### config.mk
export PLATFORM = sky130hd
export DESIGN_NAME = fact_cu_flat
export DESIGN_NICKNAME = d
export VERILOG_FILES = /design/src/rtl/fact_pkg.sv /design/src/rtl/fact_cu_if.sv /design/src/rtl/fact_cu.sv /design/src/flat_wrapper.sv
export SDC_FILE = /design/constraint.sdc
export NUM_CORES = 1
export LEC_CHECK = 0
export CAP_MARGIN = 15
export CELL_PAD_IN_SITES_DETAIL_PLACEMENT = 0
export CELL_PAD_IN_SITES_GLOBAL_PLACEMENT = 1
export CORE_AREA = 4 4 41 43
export CTS_BUF_LIST = sky130_fd_sc_hd__clkbuf_8
export CTS_CLUSTER_DIAMETER = 150
export CTS_CLUSTER_SIZE = 16
export DETAILED_ROUTE_END_ITERATION = 8
export DIE_AREA = 0 0 45 47
export PLACE_DENSITY = 0.88
export REMOVE_ABC_BUFFERS = 1
export SLEW_MARGIN = 0
export SYNTH_ARGS = -nofsm -noshare
export SYNTH_HDL_FRONTEND = slang
export SYNTH_SLANG_ARGS = --single-unit
### constraint.sdc
create_clock -name CLK -period 2.5 [get_ports CLK]
set_input_delay 0.25 -clock CLK [delete_from_list [all_inputs] [get_ports CLK]]
set_output_delay 0.25 -clock CLK [all_outputs]
set_load 0.03 [all_outputs]
### src/rtl/fact_pkg.sv
// Shared definitions for the factorial control unit: state encoding and limits.
package fact_pkg;

  typedef enum logic [2:0] {
    S_IDLE  = 3'd0,
    S_LOAD  = 3'd1,
    S_CHECK = 3'd2,
    S_MULT  = 3'd3,
    S_DONE  = 3'd4,
    S_ERROR = 3'd5
  } state_t;

  localparam int DEF_MAX_ITER = 12;
  localparam int N_MAX        = 12;

endpackage

### src/rtl/fact_cu_if.sv
// Host handshake, datapath flags and datapath strobes of the factorial control unit.
interface fact_cu_if;

  logic       GO;
  logic       GT12;
  logic       GT1;
  logic       Ld_CNT;
  logic       EN;
  logic       Sel;
  logic       LdR;
  logic       OE;
  logic       Done;
  logic       Err;
  logic [2:0] CS;

  modport master (
    output GO, GT12, GT1,
    input  Ld_CNT, EN, Sel, LdR, OE, Done, Err, CS
  );

  modport slave (
    input  GO, GT12, GT1,
    output Ld_CNT, EN, Sel, LdR, OE, Done, Err, CS
  );

endinterface

### src/rtl/fact_cu.sv
// Moore control unit sequencing the factorial datapath, with an iteration watchdog
// that aborts a loop running longer than MAX_ITER multiplies.
module fact_cu
  import fact_pkg::*;
#(
  parameter int MAX_ITER = DEF_MAX_ITER,
  parameter int ITER_W   = 4
) (
  input  logic      CLK,
  input  logic      RST_N,
  fact_cu_if.slave  bus
);

  localparam logic [ITER_W-1:0] ITER_LAST = ITER_W'(MAX_ITER - 1);

  state_t            state;
  state_t            state_nxt;
  logic [ITER_W-1:0] iter;
  logic [ITER_W-1:0] iter_nxt;

  always_ff @(posedge CLK or negedge RST_N) begin
    if (!RST_N) begin
      state <= S_IDLE;
      iter  <= '0;
    end else begin
      state <= state_nxt;
      iter  <= iter_nxt;
    end
  end

  always_comb begin
    state_nxt  = state;
    iter_nxt   = iter;
    bus.Ld_CNT = 1'b0;
    bus.EN     = 1'b0;
    bus.Sel    = 1'b0;
    bus.LdR    = 1'b0;
    bus.OE     = 1'b0;
    bus.Done   = 1'b0;
    bus.Err    = 1'b0;
    case (state)
      S_IDLE: begin
        if (bus.GO) state_nxt = S_LOAD;
      end
      S_LOAD: begin
        bus.Ld_CNT = 1'b1;
        bus.Sel    = 1'b1;
        bus.LdR    = 1'b1;
        iter_nxt   = '0;
        state_nxt  = S_CHECK;
      end
      S_CHECK: begin
        // Range check wins over the loop test so an illegal n never multiplies.
        if (bus.GT12)     state_nxt = S_ERROR;
        else if (bus.GT1) state_nxt = S_MULT;
        else              state_nxt = S_DONE;
      end
      S_MULT: begin
        bus.LdR  = 1'b1;
        bus.EN   = 1'b1;
        iter_nxt = iter + 1'b1;
        if (iter == ITER_LAST) state_nxt = S_ERROR;
        else                   state_nxt = S_CHECK;
      end
      S_DONE: begin
        bus.OE   = 1'b1;
        bus.Done = 1'b1;
        if (!bus.GO) state_nxt = S_IDLE;
      end
      S_ERROR: begin
        bus.Err = 1'b1;
        if (!bus.GO) state_nxt = S_IDLE;
      end
      default: state_nxt = S_IDLE;
    endcase
  end

  assign bus.CS = state;

endmodule

### src/flat_wrapper.sv
// flat-port wrapper written by rule: the top's interface ports become plain ports
module fact_cu_flat import fact_pkg::*;
#(
  parameter int MAX_ITER = DEF_MAX_ITER,
  parameter int ITER_W   = 4
)
  (CLK, RST_N, bus_GO, bus_GT12, bus_GT1, bus_Ld_CNT, bus_EN, bus_Sel, bus_LdR, bus_OE, bus_Done, bus_Err, bus_CS);
  fact_cu_if bus_i ();
  input  logic CLK;
  input  logic RST_N;
  input wire logic [$bits(bus_i.GO)-1:0] bus_GO;
  input wire logic [$bits(bus_i.GT12)-1:0] bus_GT12;
  input wire logic [$bits(bus_i.GT1)-1:0] bus_GT1;
  output wire logic [$bits(bus_i.Ld_CNT)-1:0] bus_Ld_CNT;
  output wire logic [$bits(bus_i.EN)-1:0] bus_EN;
  output wire logic [$bits(bus_i.Sel)-1:0] bus_Sel;
  output wire logic [$bits(bus_i.LdR)-1:0] bus_LdR;
  output wire logic [$bits(bus_i.OE)-1:0] bus_OE;
  output wire logic [$bits(bus_i.Done)-1:0] bus_Done;
  output wire logic [$bits(bus_i.Err)-1:0] bus_Err;
  output wire logic [$bits(bus_i.CS)-1:0] bus_CS;
  assign bus_i.GO = bus_GO;
  assign bus_i.GT12 = bus_GT12;
  assign bus_i.GT1 = bus_GT1;
  assign bus_Ld_CNT = bus_i.Ld_CNT;
  assign bus_EN = bus_i.EN;
  assign bus_Sel = bus_i.Sel;
  assign bus_LdR = bus_i.LdR;
  assign bus_OE = bus_i.OE;
  assign bus_Done = bus_i.Done;
  assign bus_Err = bus_i.Err;
  assign bus_CS = bus_i.CS;
  fact_cu #(.MAX_ITER(MAX_ITER), .ITER_W(ITER_W)) u_core (.CLK(CLK), .RST_N(RST_N), .bus(bus_i));
endmodule
==> reports/metrics.yaml <==
power_and_ir_drop:
  leakagePower_nw: 0.294
  max-vdd-ir-drop_v: 0.000686
  p_per_area_nw_per_um2: 1320
  power.total_uw: 803
layout:
  drive_above_1_share: 0.0984
  nNetsFinal: 68
  regArea_sq_um: 175
  syn_to_final_growth_pct: 41.0
  layout_commonest_cell: "clkdlybuf4s50_1"
  n_fill_cell: 135
  stdcell_area_sq_um: 607
  final_cells: 76
  diodes: 0
  mostFrequentLayoutCells: "clkdlybuf4s50_1 (14), dfrtp_1 (7), inv_1 (5), nand2_1 (5)"
  multi_input_area_sq_um: 213
timing:
  worstMarginPinSlew_ps: 399
  setup_viol: 0
  holdWs_ps: 285
  maxSlewViolCount: 0
  slew_headroom: 0.734
  tns_ps: 0
  rsz0062_at_grt: "no"
  finalCritPeriodShare: 0.842
  fin_crit_ps: 2110
  clock_skew_ps: 2.63
  fmax_mhz: 475
  hold_viol_final: 0
critical_path:
  rr_endpoint: "u_core.bus.CS[2]"
  startpoint_type: "register"
  timing.reg2reg.setup_slack_ps: 1220
  critPathRequiredTime_ps: 2250
  cpPeakStageDelay_ps: 690
  path_buf_inv: 1
  cp_max_fo: 9
  critPathKind: "register to output port"
  cp.depth: 3
  r2r_start: "u_core.bus.CS[0]"
  rr_worst_depth: 2
  crit_path_end: "bus_Sel"
  critical_path.slowest_cell: "clkdlybuf4s50_1"
  cp_data_arrival_time_ps: 1860
  crit_start: "u_core.bus.CS[2]"
  path_cells: "nand2b_1 > nor2_1 > clkdlybuf4s50_1"
  end_kind: "output port"
  critPathTopFamily: "buffers and inverters"
global_route:
  grt_max_degree: 12
  antenna_found_initial: 0
  grt.overflow.total: 0
  track_usage: 0.114
  grt_pass1_wl_um: 1610
  grt_pass1_vias: 352
placed_design:
  dpl_cell_area_sq_um: 562
  port_buffers: 14
  hpwlAfterDp_um: 673
  globalplace.congestion: 0.735
  dpl.cell_count: 72
synth:
  synth-seq-cells: 7
  ys_seq_area_frac: 0.407
  ys_types: 23
  yosysWarnings: 0
  netlist_area_sq_um: 430
  synth.avg_cell_area_sq_um: 9.16
  syn-instance-count: 47
clock_network:
  htreeDepth: 1
  cts_made_buffers: 3
  cts_tree: "done"
  clkSlewWorstSetupHoldPaths_ps: 40
  postCtsSetupBuffers: 0
  cts_max_path_buffers: 2
  clock_latency_ps: 230
  root_buffer: "clkbuf_8"
  cts.repair.resized: 0
  holdBufCountCts: 0
  clock_sinks: 7
routing:
  drc: 0
  first_iter_violations: 9
  drtPass1Iterations: 3
  vias: 379
  routed_wl_um: 957
  vias_per_cell: 4.99
  wl_per_cell_um: 12.6
  final_antenna_net_count: 0
floorplanning:
  die_h_um: 47
  die_w_um: 45
  io-pin-count: 15
  start_util: 0.331
  core_area_sq_um: 1300
  die_area_sq_um: 2120
  row_count: 13
status:
  status: "complete, no violations"
flow_run:
  maxCapViolations: 0
worst_hold_path:
  hold_path.class: "input port to async pin"
[Yosys cell counts]
cell	count	area, sq um
nand3b_4	1	20.0
nand2_1	5	18.8
nand2b_1	2	12.5
or3b_1	1	8.76
o211ai_1	1	7.51
nor2b_1	1	6.26
buf_4	3	22.5
or3_1	1	6.26
buf_2	1	5.00
a2111o_1	1	11.3
dfrtp_1	7	175
nand3b_1	1	7.51
o21ai_0	4	20.0
ha_1	1	12.5
a41o_1	1	10.0
nand4_1	1	6.26
nor3_1	1	5.00
nor2_1	4	15.0
and3_2	1	7.51
o32ai_2	1	16.3
and3_1	1	6.26
inv_1	4	15.0
nand3_1	3	15.0
[metrics by stage]
step,util,worst slack [ps]
2_1_floorplan,-,302
3_3_place_gp,0.432,672
3_5_place_dp,0.432,641
4_1_cts,0.466,382
5_1_grt,0.466,275
6_report,0.466,394
[final cells by class]
class | instances | share of cell area
repair buffers | 14 | 0.231
inverters | 4 | 0.0247
clock buffers | 3 | 0.0680
well taps | 15 | 0.0309
flip-flops and latches | 7 | 0.289
multi-input cells | 32 | 0.351
clock inverters | 1 | 0.00619
[report_power, final]
part | switching [mW] | total [mW] | internal (mW)
Clock | 0.0494 | 0.155 | 0.106
Sequential | 0.0765 | 0.228 | 0.152
Combinational | 0.239 | 0.419 | 0.181
[how the worst min path moves through the flow]
| stage | startpoint | endpoint | slack [ps] | depth (start not counted) |
|---|---|---|---|---|
| floorplan | RST_N | u_core.bus.CS[0] | -50 | 0 |
| global placement | u_core.iter[1] | u_core.iter[1] | 520 | 2 |
| detailed placement | u_core.iter[1] | u_core.iter[1] | 520 | 2 |
| CTS | RST_N | u_core.bus.CS[2] | 290 | 1 |
| global route | RST_N | u_core.bus.CS[0] | 300 | 1 |
| finish | RST_N | u_core.bus.CS[1] | 280 | 1 |
[kinds of logic after synthesis]
| family | Yosys count | share of synthesized area |
|---|---|---|
| DFF | 7 | 0.407 |
| adders and majority gates | 1 | 0.0291 |
| buffers and inverters | 8 | 0.0988 |
| AOI/OAI and AO/OA | 8 | 0.151 |
| and+or+nand+nor | 23 | 0.314 |
[flip-flops by register name, indices dropped and copies added, names as in the netlist]
signal,cells
u_core.iter,4
u_core.bus.CS,3
[layer usage]
metal,part of all wire,track usage,up-vias
li1,-,-,191
met1,0.42,0.116,168
met2,0.45,0.184,15
met3,0.11,0.0613,5
met4,0.022,0.0702,0
met5,0,0,-
(Power assumes the default switching activity.)
